==> src/rtl/led_pattern_sched.sv <==
// led_pattern_sched: round-robin scheduler that lends a 12-bit LED bank to one
// of three requesters for a fixed number of prescaler ticks.
//
// Ports:
//   clk        rising-edge clock
//   rst        synchronous active-high reset
//   req[2:0]   level-sensitive requests, bit i = requester i
//   pat0..pat2 12-bit patterns, sampled only at grant time
//   gnt[2:0]   one-hot owner of the bank, zero when idle
//   busy       high while a grant is being shown
//   tick       one-cycle pulse when the prescaler wraps during a grant
//   led[11:0]  registered LED drive (inverted when ACTIVE_LOW != 0)
//
// Build option: define LED_SCHED_ROTATE_EN to rotate the displayed pattern
// left by one on every tick that does not end the grant.
module led_pattern_sched #(
  parameter int unsigned TICK_BITS  = 24,
  parameter int unsigned DWELL      = 12,
  parameter int unsigned ACTIVE_LOW = 1
) (
  input  logic        clk,
  input  logic        rst,
  input  logic [2:0]  req,
  input  logic [11:0] pat0,
  input  logic [11:0] pat1,
  input  logic [11:0] pat2,
  output logic [2:0]  gnt,
  output logic        busy,
  output logic        tick,
  output logic [11:0] led
);

  localparam int unsigned LED_W  = 12;
  localparam int unsigned STEP_W = 4;
  localparam logic [TICK_BITS-1:0] PRESC_MAX = '1;
  localparam logic [STEP_W-1:0]    STEP_LAST = STEP_W'(DWELL - 1);

  typedef enum logic [1:0] {
    IDLE = 2'd0,
    SHOW = 2'd1,
    GAP  = 2'd2
  } state_t;

  state_t               state, state_n;
  logic [TICK_BITS-1:0] presc, presc_n;
  logic [STEP_W-1:0]    step, step_n;
  logic [LED_W-1:0]     disp, disp_n;
  logic [1:0]           last_gnt, last_gnt_n;
  logic [2:0]           gnt_n;
  logic                 busy_n;
  logic                 tick_n;
  logic [1:0]           winner;
  logic [LED_W-1:0]     pat_sel;

  // Round-robin pick, searching from the requester after last.
  function automatic logic [1:0] rr_pick(input logic [2:0] r, input logic [1:0] last);
    logic [1:0] pick;
    pick = 2'd0;
    case (last)
      2'd0: begin
        if      (r[1]) pick = 2'd1;
        else if (r[2]) pick = 2'd2;
        else           pick = 2'd0;
      end
      2'd1: begin
        if      (r[2]) pick = 2'd2;
        else if (r[0]) pick = 2'd0;
        else           pick = 2'd1;
      end
      default: begin
        if      (r[0]) pick = 2'd0;
        else if (r[1]) pick = 2'd1;
        else           pick = 2'd2;
      end
    endcase
    return pick;
  endfunction

  function automatic logic [2:0] to_onehot(input logic [1:0] idx);
    logic [2:0] oh;
    case (idx)
      2'd0:    oh = 3'b001;
      2'd1:    oh = 3'b010;
      default: oh = 3'b100;
    endcase
    return oh;
  endfunction

  // Winner and its pattern for an arbitration from IDLE.
  always_comb begin
    winner = rr_pick(req, last_gnt);
    case (winner)
      2'd0:    pat_sel = pat0;
      2'd1:    pat_sel = pat1;
      default: pat_sel = pat2;
    endcase
  end

  // Next-state and next-output logic.
  always_comb begin
    state_n    = state;
    presc_n    = presc;
    step_n     = step;
    disp_n     = disp;
    last_gnt_n = last_gnt;
    gnt_n      = 3'b000;
    busy_n     = 1'b0;
    tick_n     = 1'b0;

    case (state)
      IDLE: begin
        disp_n = '0;
        if (req != 3'b000) begin
          state_n    = SHOW;
          disp_n     = pat_sel;
          gnt_n      = to_onehot(winner);
          busy_n     = 1'b1;
          presc_n    = '0;
          step_n     = '0;
          last_gnt_n = winner;
        end
      end

      SHOW: begin
        gnt_n   = to_onehot(last_gnt);
        busy_n  = 1'b1;
        presc_n = TICK_BITS'(presc + 1'b1);
        if (!req[last_gnt]) begin
          // Owner withdrew: release at once, no further ticks counted.
          state_n = GAP;
          gnt_n   = 3'b000;
          busy_n  = 1'b0;
          disp_n  = '0;
          presc_n = '0;
        end else if (presc == PRESC_MAX) begin
          step_n = STEP_W'(step + 1'b1);
          if (step == STEP_LAST) begin
            state_n = GAP;
            gnt_n   = 3'b000;
            busy_n  = 1'b0;
            disp_n  = '0;
          end else begin
`ifdef LED_SCHED_ROTATE_EN
            disp_n = {disp[LED_W-2:0], disp[LED_W-1]};
`else
            disp_n = disp;
`endif
          end
        end
      end

      GAP: begin
        state_n = IDLE;
        disp_n  = '0;
      end

      default: begin
        state_n = IDLE;
        disp_n  = '0;
      end
    endcase

    // Registered tick lines up with the cycle where the prescaler sits at max.
    tick_n = (state_n == SHOW) && (presc_n == PRESC_MAX);
  end

  // State and output registers.
  always_ff @(posedge clk) begin
    if (rst) begin
      state    <= IDLE;
      presc    <= '0;
      step     <= '0;
      disp     <= '0;
      last_gnt <= 2'd2;
      gnt      <= 3'b000;
      busy     <= 1'b0;
      tick     <= 1'b0;
      led      <= (ACTIVE_LOW != 0) ? {LED_W{1'b1}} : {LED_W{1'b0}};
    end else begin
      state    <= state_n;
      presc    <= presc_n;
      step     <= step_n;
      disp     <= disp_n;
      last_gnt <= last_gnt_n;
      gnt      <= gnt_n;
      busy     <= busy_n;
      tick     <= tick_n;
      led      <= (ACTIVE_LOW != 0) ? ~disp_n : disp_n;
    end
  end

endmodule
==> config.mk <==
export PLATFORM = sky130hd
export DESIGN_NAME = led_pattern_sched
export DESIGN_NICKNAME = d
export VERILOG_FILES = /design/src/rtl/led_pattern_sched.sv
export SDC_FILE = /design/constraint.sdc
export NUM_CORES = 1
export LEC_CHECK = 0
export ABC_AREA = 1
export CELL_PAD_IN_SITES_DETAIL_PLACEMENT = 1
export CELL_PAD_IN_SITES_GLOBAL_PLACEMENT = 1
export CORE_ASPECT_RATIO = 0.9
export CORE_MARGIN = 4
export CORE_UTILIZATION = 39
export CTS_CLUSTER_DIAMETER = 60
export DETAILED_ROUTE_END_ITERATION = 10
export PLACE_DENSITY_LB_ADDON = 0.1
export SETUP_SLACK_MARGIN = 0.4
export SLEW_MARGIN = 20
export SYNTH_ARGS = -nofsm -noshare
export SYNTH_HDL_FRONTEND = slang
export SYNTH_SLANG_ARGS = --single-unit
==> constraint.sdc <==
create_clock -name clk -period 2.7 [get_ports clk]
set_input_delay 0.27 -clock clk [delete_from_list [all_inputs] [get_ports clk]]
set_output_delay 0.27 -clock clk [all_outputs]
set_load 0.02 [all_outputs]
Yosys cells after proc, flatten, opt, wreduce, memory -nomap -nowiden
Cells that the tools add are included.
W data, S select, Z words.

storage, ports and cells
  bits of input ports = 41
  logic and storage cells = 70
  output and inout port bits = 17
  register bits = 61

cells by class
  bitwise logic cells = 1
  equal/unequal tests = 10
  magnitude comparators = 1
  reduce and logical (&&, ||, !) cells = 8
  mux-type cells = 39
  add/subtract/negate cells = 2

operator list
  operator                 number
  $eq A24 B24 Y1 const B   2
  $mux W12                 4
  $mux W24                 2
  $pmux W12 S2             2
  $pmux W24 S2             1
  $add A24 B1 Y24 const B  1
  $mux W2                  9
  $pmux W3 S2              3
  $mux W3                  4
  $mux W4                  3
  $not A12 Y12             1
  $eq A2 B1 Y1 const B     4
  $pmux W2 S2              2
  $pmux W4 S2              1
  $logic_not A2 Y1         3
  $mux W1                  6
  $ne A2 B2 Y1 const B     3
  $add A4 B1 Y4 const B    1
  $eq A4 B4 Y1 const B     1
  $reduce_and A4 Y1        1
  $lt A2 B3 Y1 const B     1
  $reduce_bool A3 Y1       1
  $bmux W1 S2              1
  $pmux W1 S2              1
  other kinds (3)          3

Logic depth before layout (Yosys ltp)
Gate-level depths: netlist (run 1).

  word-level depth = 8
  mapped depth = 15
  gate-level depth less buffers = 15

Worst setup path before layout (run 1)
Ideal clock, no wire load.

  path kind = reg2reg
  start = reg presc[0]
  end = reg step[3]
  buffers on the path = 0
  data required time = 2.579 ns
  stages on the path, launching flop included = 13
  setup slack = 0.993 ns
  library setup time = 0.121 ns
  clock period less this slack = 1.707 ns
  arrival time = 1.586 ns
  cell sequence = dfxtp_1 ha_1 nand2_1 nor2_2 nand2_1 nor2_1 nand2_1 nor2_2 nand3_1 nand2_2 inv_2 nor3_1 nor3_2

on the way
  cells in the longest elaborated chain, start to end = 3

ends and longest elaborated chain
  element                             RTL line  text
  start: declaration                  45        logic [TICK_BITS-1:0] presc, presc_n;
  start signal: assignment            181       presc <= presc_n;
  $eq A24 B24 Y1                      135       end else if (presc == PRESC_MAX) begin
  $ne A2 B2 Y1 (no source line)       n/a
  $reduce_and A4 Y1 (no source line)  n/a
  end signal: assignment              182       step <= step_n;
  end: declaration                    46        logic [STEP_W-1:0] step, step_n;

No other way between the ends.
A chain may end at the register's enable or synchronous reset.

Final worst setup path (run 1)
  start = reg presc[1]
  end = reg step[3]

The elaborated chain is that of the path after synthesis.

==> impl_results.md, run 1 <==
* H-tree Lvls at 3
* Worst-case clock skew at between 0.008 and 0.009 ns
* Synth async-reset ratio at 0%
* Post-synth design cell area at 0.003264 mm^2
* Row count at 31
* Synthesis Warnings at 0
* Starting Density at 40.27%
* Setup TNS at 0 ns
* Met3 Use GR at 5.947%
* Met1 usage at 27.76%
* Final Critical Period at 2.184 ns
* Measured slew at the worst slew-check pin at 0.5903 ns
* PortBufs at 57
* Via Count at ~3,500
* Fill cells at 1,104
* LEAKAGE at around 1.8 nW
* First-pass GRT wire length at roughly 18 mm
* DP Area at 0.003955 mm^2
* Maximum Capacitance Violations at 0
* Largest net degree at the start of global routing at 34
* Critical path type: reg2reg
* Skew-Pair Late Insertion Delay at ~0.35 ns
* Gpl congestion at ~0.86
* Synthesis-stage register bit count at 61
* Final Power at 0.002283 W
* RSZ-0062 raised after global routing: no
* Number of nets in the layout at 632
* Num Clock Sinks at 61
* Mapped Cells at 523
* Required @ worst endpoint at 2.94 ns
* Syn_nets at 566
* Gr busiest metal: met2
* Slew headroom at 60.60%
* CTS max path bufs at 2
* Netlist cell types at 33
* Endpoints failing setup at 0
* Dominant synthesized flop cell: dfxtp_1
* Footprint of the multi-input gates at 0.001722 mm^2
* WL/cell at 15.03 um
* FF+latch area at 0.001221 mm^2
* Seq/Total Area, Yosys at 37.41%
* Final ANT Viol Nets at 0
* DPL Wire Length at 7.851 mm
* Total grt overflow at 0
* Die footprint at between 0.009 and 0.01 mm^2
* Final WL at 10.42 mm
* Worst Setup End Kind: flip-flop
* Chip width at ~100 um
* Core area at approximately 0.008 mm^2
* Status: complete, no violations
* TritonRoute pass-1 iters at 4
* Via density at 5.043
* Finished Cell Area at 0.004197 mm^2
* Final Hold Vio Count at 0
* Remaining DRCs at 0
* Die Ht at around 95 um
* Initial antenna violation count at 0
* Vias in the first global route at around 3,600
* Iter 0 DRT Violations at 96
* Fin crit share at 80.90%
* Crit Path Max Fanout at 5
* Num CTS Buffers at 9
* Hold Crit Class: reg2reg
* Clock transition at path regs at approximately 0.070 ns
* Met2 usage at 38.98%
* CTS tree: yes
* GRT Total Usage at between 20% and 30%
* CP startpoint kind: flip-flop
* Avg Cell Area, Syn at 6.242 um^2
* Post-synth EDFFs at 0
* Peak supply drop at 0.3373 mV
* Share of cells above drive strength 1 at 9.764%
* Num ports at 58
* Clock root buffer: clkbuf_8
* Antenna Cells at 0
* Max Fclk at 0.4578 GHz
* Layout overhead on the synthesized area at 28.55%
* Crit path DAT at between 2 and 2.5 ns
* Final Slew Violations at 0
* Power per cell area at between 500 and 600 mW/mm^2
## timing repair
item / CTS / global route
hold buffers: 0 / 0
gates resized for setup: 1 / 9
pin swaps: 0 / 2
endpoints found under the setup margin: 1 / 25
setup buffers: 0 / 1
## state kept, by name, indices dropped and copies added (netlist names)
name	count
busy	1
last_gnt	2
led	12
state	2
presc	24
step	4
disp	12
gnt	3
tick	1
## synthesized netlist by cell type (all sizes together) (2+ instances only)
library cell / n / share of area [%]
nand3: 54 / 8.6
inv: 73 / 8.4
o211ai: 2 / 0.46
dfxtp: 61 / 37
o21ai: 20 / 3.1
a21oi: 27 / 4.5
clkbuf: 4 / 0.46
a211oi: 2 / 0.46
nand2: 200 / 24
ha: 2 / 0.77
nor2: 50 / 6.1
nor3: 5 / 1.1
buf: 9 / 2.0
nand4: 5 / 0.96
o21bai: 2 / 0.46
## power breakdown
| group | total (W) | switching (W) | internal [W] |
|---|---|---|---|
| clock | 0.000837 | 0.000409 | 0.000428 |
| sequential | 0.000982 | 0.0000239 | 0.000958 |
| combinational | 0.000465 | 0.000273 | 0.000191 |
## worst max-delay path, cell delays in order, from the launching register on
cell     delay (ns)
dfxtp_1        0.38
ha_2           0.22
nand2_1        0.11
nor2_4         0.16
buf_4          0.14
nand2_1        0.10
nor2_4         0.16
nand2_2        0.10
nor2_2         0.16
nand3_1        0.10
nand2_2        0.12
inv_2          0.05
nor3_1         0.20
nor3_2         0.08
## per-stage QoR
step / util [%] / hold slack [ns] / std cells / setup WS, ns
final: 51.77 / 0.4876 / 693 / 0.5156
after detailed placement: 48.79 / 0.4799 / 676 / 0.2976
after global routing: 51.77 / 0.5334 / 693 / 0.3943
after CTS: 51.27 / 0.4909 / 692 / 0.4383
after global placement: 48.79 / 0.4711 / 676 / 0.4450
after floorplan: - / 0.4578 / 523 / 0.9934
## cells in the final DEF (no fill, tap or decap), types with 3 or more instances in the layout
| cell | instances |
|---|---|
| a21oi_1 | 26 |
| buf_4 | 11 |
| clkbuf_8 | 9 |
| clkdlybuf4s50_1 | 57 |
| clkinvlp_4 | 3 |
| dfxtp_1 | 61 |
| inv_1 | 68 |
| inv_2 | 5 |
| nand2_1 | 191 |
| nand2_2 | 8 |
| nand3_1 | 51 |
| nand3_2 | 3 |
| nand4_1 | 5 |
| nor2_1 | 41 |
| nor2_2 | 6 |
| nor2_4 | 3 |
| nor3_1 | 3 |
| o21ai_0 | 7 |
| o21ai_1 | 13 |
## cell families (layout without fill, tap and decap cells)
group	count (synthesis)	count (layout)	synth area share, %
XOR/XNOR	1	1	0.2684
AND/OR/NAND/NOR	317	317	41.13
flip-flops	61	61	37.41
adder cells (fa/ha/maj)	2	2	0.7665
buffers and inverters	87	158	10.92
AO/OA/AOI/OAI	55	55	9.505
## cell type report
type / count / share of cell area (%)
clock inverters: 7 / 1.789
repair buffers: 68 / 15.56
multi-input cells: 375 / 41.03
inverters: 74 / 6.619
clock buffers: 9 / 2.952
well taps: 99 / 2.952
flip-flops and latches: 61 / 29.10
## path summary, 6_finish.rpt
kind / end / startpoint / cells past startpoint / slack (ns)
setup / recovery: step[3] / presc[1] / 13 / 0.52
hold / removal: step[1] / step[1] / 2 / 0.49
setup reg to reg: step[3] / presc[1] / 13 / 0.52
hold reg to reg: step[1] / step[1] / 2 / 0.49
## metal layers
metal / wire [um] / part of all wire [%]
met1: 4749 / 46
met2: 5051 / 48
met3: 528 / 5.1
met4: 89 / 0.85
met5: 0 / 0
Power figures use the tool's default switching activity.
==> inputs of run 2 (changes only) <==
- CORE_UTILIZATION: 39 -> 36
- clock period: 2.7 -> 2.15 ns (I/O delays scaled with it)
==> run 2 against run 1 <==
  * Clock skew rose by 0.0014 ns
  * Core utilization rose by 5.3 points
  * Worst hold slack improved by 0.012 ns
  * Non-clock buffer count rose by 36
  * Sequential cell count did not move
  * Die area rose by 7.7%
  * Sequential share of layout area fell by 4.1 points
  * Clock power rose by 21%
  * Via count rose by 7.7%
  * Critical path depth fell by 1
  * Combinational power rose by 78%
==> impl_results.md, run 2 (synthesized netlist as in run 1, its figures left out) <==
* Worst Path Buf+Inv at 6 (+4)
* Worst path slowest cell: clkdlybuf4s50_1
* Detail Route met3 WL at 546 um (+3.4%)
* Worst Setup End Kind: flip-flop
* Hold Buf Count CTS at 0 (unchanged)
* CP startpoint kind: input pin
* Met2 WL at 6.343 mm (+26%)
* DP Area at 0.004130 mm^2 (+4.4%)
* Commonest non-fill, non-tap cell in the layout: nand2_1
* Most frequent cells in the layout: nand2_1, inv_1, clkdlybuf4s50_1, dfxtp_1, nand3_1
* GRT Total Usage at 23.06% (+0.78 points)
* Die Ht at 98.34 um (+3.7%)
* Num ports at 58 (unchanged)
* Vias in the first global route at 3,945 (+9.1%)
* Final design utilization at 57.10% (+5.3 points)
* Core area at 0.008688 mm^2 (+7.2%)
* CTS max path bufs at 2 (unchanged)
* DPL Wire Length at 8.220 mm (+4.7%)
* Final Hold Vio Count at 0 (unchanged)
* Num CTS Buffers at 9 (unchanged)
* Initial antenna violation count at 0 (unchanged)
* Final WL at 12.77 mm (+23%)
* Worst-case clock skew at 0.01004 ns (+0.001362 ns)
* LEAKAGE at 2.160 nW (+17%)
* Row count at 32 (+3.2%)
* Total grt overflow at 0 (unchanged)
* First-pass GRT wire length at 19.33 mm (+10%)
* Number of nets in the layout at 668 (+5.7%)
* Iter 0 DRT Violations at 174 (+81%)
* Top reg by flops: presc
* Num Clock Sinks at 61 (unchanged)
* Critical path type: in2reg
* Top routing layer in use: met4
* Top Registers: presc (24), disp (12), led (12)
* Measured slew at the worst slew-check pin at 0.5130 ns (-0.07731 ns)
* Remaining DRCs at 0 (unchanged)
* Via density at 5.040 (about the same)
* Endpoints failing setup at 0 (unchanged)
* Final ANT Viol Nets at 0 (unchanged)
* Chip width at 108.4 um (+3.8%)
* Maximum Capacitance Violations at 0 (unchanged)
* Fin crit share at between 80 and 90%
* Via Count at 3,765 (+7.7%)
* Clock root buffer: clkbuf_8
* Skew-Pair Late Insertion Delay at 0.35 ns (about the same)
* Slew headroom at 65.76% (+5.2 points)
* Max FFs per register at 24 (unchanged)
* Peak supply drop at 0.3495 mV (+3.6%)
* Fill cells at 1,125 (+1.9%)
* Largest net degree at the start of global routing at 34 (unchanged)
* Die footprint at 0.01066 mm^2 (+7.7%)
* Routed metal-1 wirelength at 5.644 mm (+19%)
* Crit path DAT at 2.14 ns (-0.28 ns)
* CTS tree: yes
* Final Critical Period at 1.932 ns
* Cell mode on critical path: nand2_1
* Antenna Cells at 0 (unchanged)
* Power per cell area at 621.6 mW/mm^2 (+14%)
* Critical path, cell by cell: clkdlybuf4s50_1 -> inv_1 -> nand2_1 -> nand3_2 -> a21oi_4 -> buf_6 -> buf_16 -> nand2_4 -> buf_12 -> clkbuf_16 -> o21ai_2 -> nand2_1
* Layout overhead on the synthesized area at 51.97%
* Setup TNS at 0 ns (unchanged)
* Share of cells above drive strength 1 at 26.11% (+16 points)
* Finished Cell Area at 0.004961 mm^2 (+18%)
* Hold Crit Class: reg2reg
* TritonRoute pass-1 iters at 4 (unchanged)
* Critical path's top delay family: buffers and inverters
* Required @ worst endpoint at 2.36 ns (-0.58 ns)
* WL/cell at 17.09 um (+14%)
* Worst path max stage delay at 0.48 ns (+0.10 ns)
* Gpl congestion at 0.8865 (+2.8%)
* Starting Density at 37.57% (-2.7 points)
* Crit Path Max Fanout at 6 (+1)
* Final Slew Violations at 0 (unchanged)
* PortBufs at 57 (unchanged)
* Max Fclk at 0.5177 GHz
* Status: complete, no violations
* H-tree Lvls at 3 (unchanged)
* RSZ-0062 raised after global routing: yes
* Clock transition at path regs at 0.07 ns (about the same)
[run 2: tightest hold or removal path, stage by stage (launching register included)]
cell     delay (ns)
dfxtp_1        0.34
nand2_1        0.07
a21oi_1        0.05
[run 2: where the power goes]
group          total (W)  switching (W)  internal (W)
combinational   0.000830       0.000448      0.000383
clock            0.00101       0.000463      0.000552
sequential       0.00124      0.0000338       0.00120
total            0.00308       0.000944       0.00214
[run 2: final timing paths]
| kind | startpoint | to | slack (ns) | cells after the start |
|---|---|---|---|---|
| setup / recovery | req[2] | led[7] | 0.22 | 12 |
| setup reg to reg | last_gnt[0] | led[7] | 0.24 | 11 |
| hold reg to reg | step[1] | step[1] | 0.50 | 2 |
| hold / removal | step[1] | step[1] | 0.50 | 2 |
[run 2: through the flow]
step                      instances  power [W]  setup WS, ns  hold WS [ns]
after floorplan                 523   0.001590        0.4434        0.4578
after global placement          711   0.001872     -0.005186        0.4708
after detailed placement        711   0.001895      -0.08814        0.4876
after CTS                       737   0.002960        0.2872        0.5030
after global routing            747   0.003231       0.09268        0.5314
final                           747   0.003084        0.2183        0.4994
[run 2: timing repair]
action,CTS,global route
cloned,1,3
setup endpoints to repair,39,41
pin swaps,13,24
gates resized for setup,42,78
buffers inserted,11,7
[run 2: cell type report]
class	count	area, um^2	area share (%)
multi-input combinational	375	2016	40.63
sequential	61	1240	24.99
timing repair buffer	104	1081	21.79
inverter	74	287.8	5.801
tap	119	148.9	3.001
clock buffer	10	137.6	2.774
clock inverter	4	50.05	1.009
[run 2: routing by layer]
metal  GRT usage (%)  vias up
li1                -     1843
met1           30.26     1812
met2           38.24       87
met3           4.164       23
met4           7.379        0
met5               0        -
==> inputs of run 3 (changes only) <==
- CTS_BUF_LIST: not set -> sky130_fd_sc_hd__clkbuf_4 sky130_fd_sc_hd__clkbuf_8 sky130_fd_sc_hd__clkbuf_16
- SKIP_LAST_GASP: not set -> 1
==> results of run 3 <==
Same layout as run 2: the final DEF is identical, and so are final timing and power.
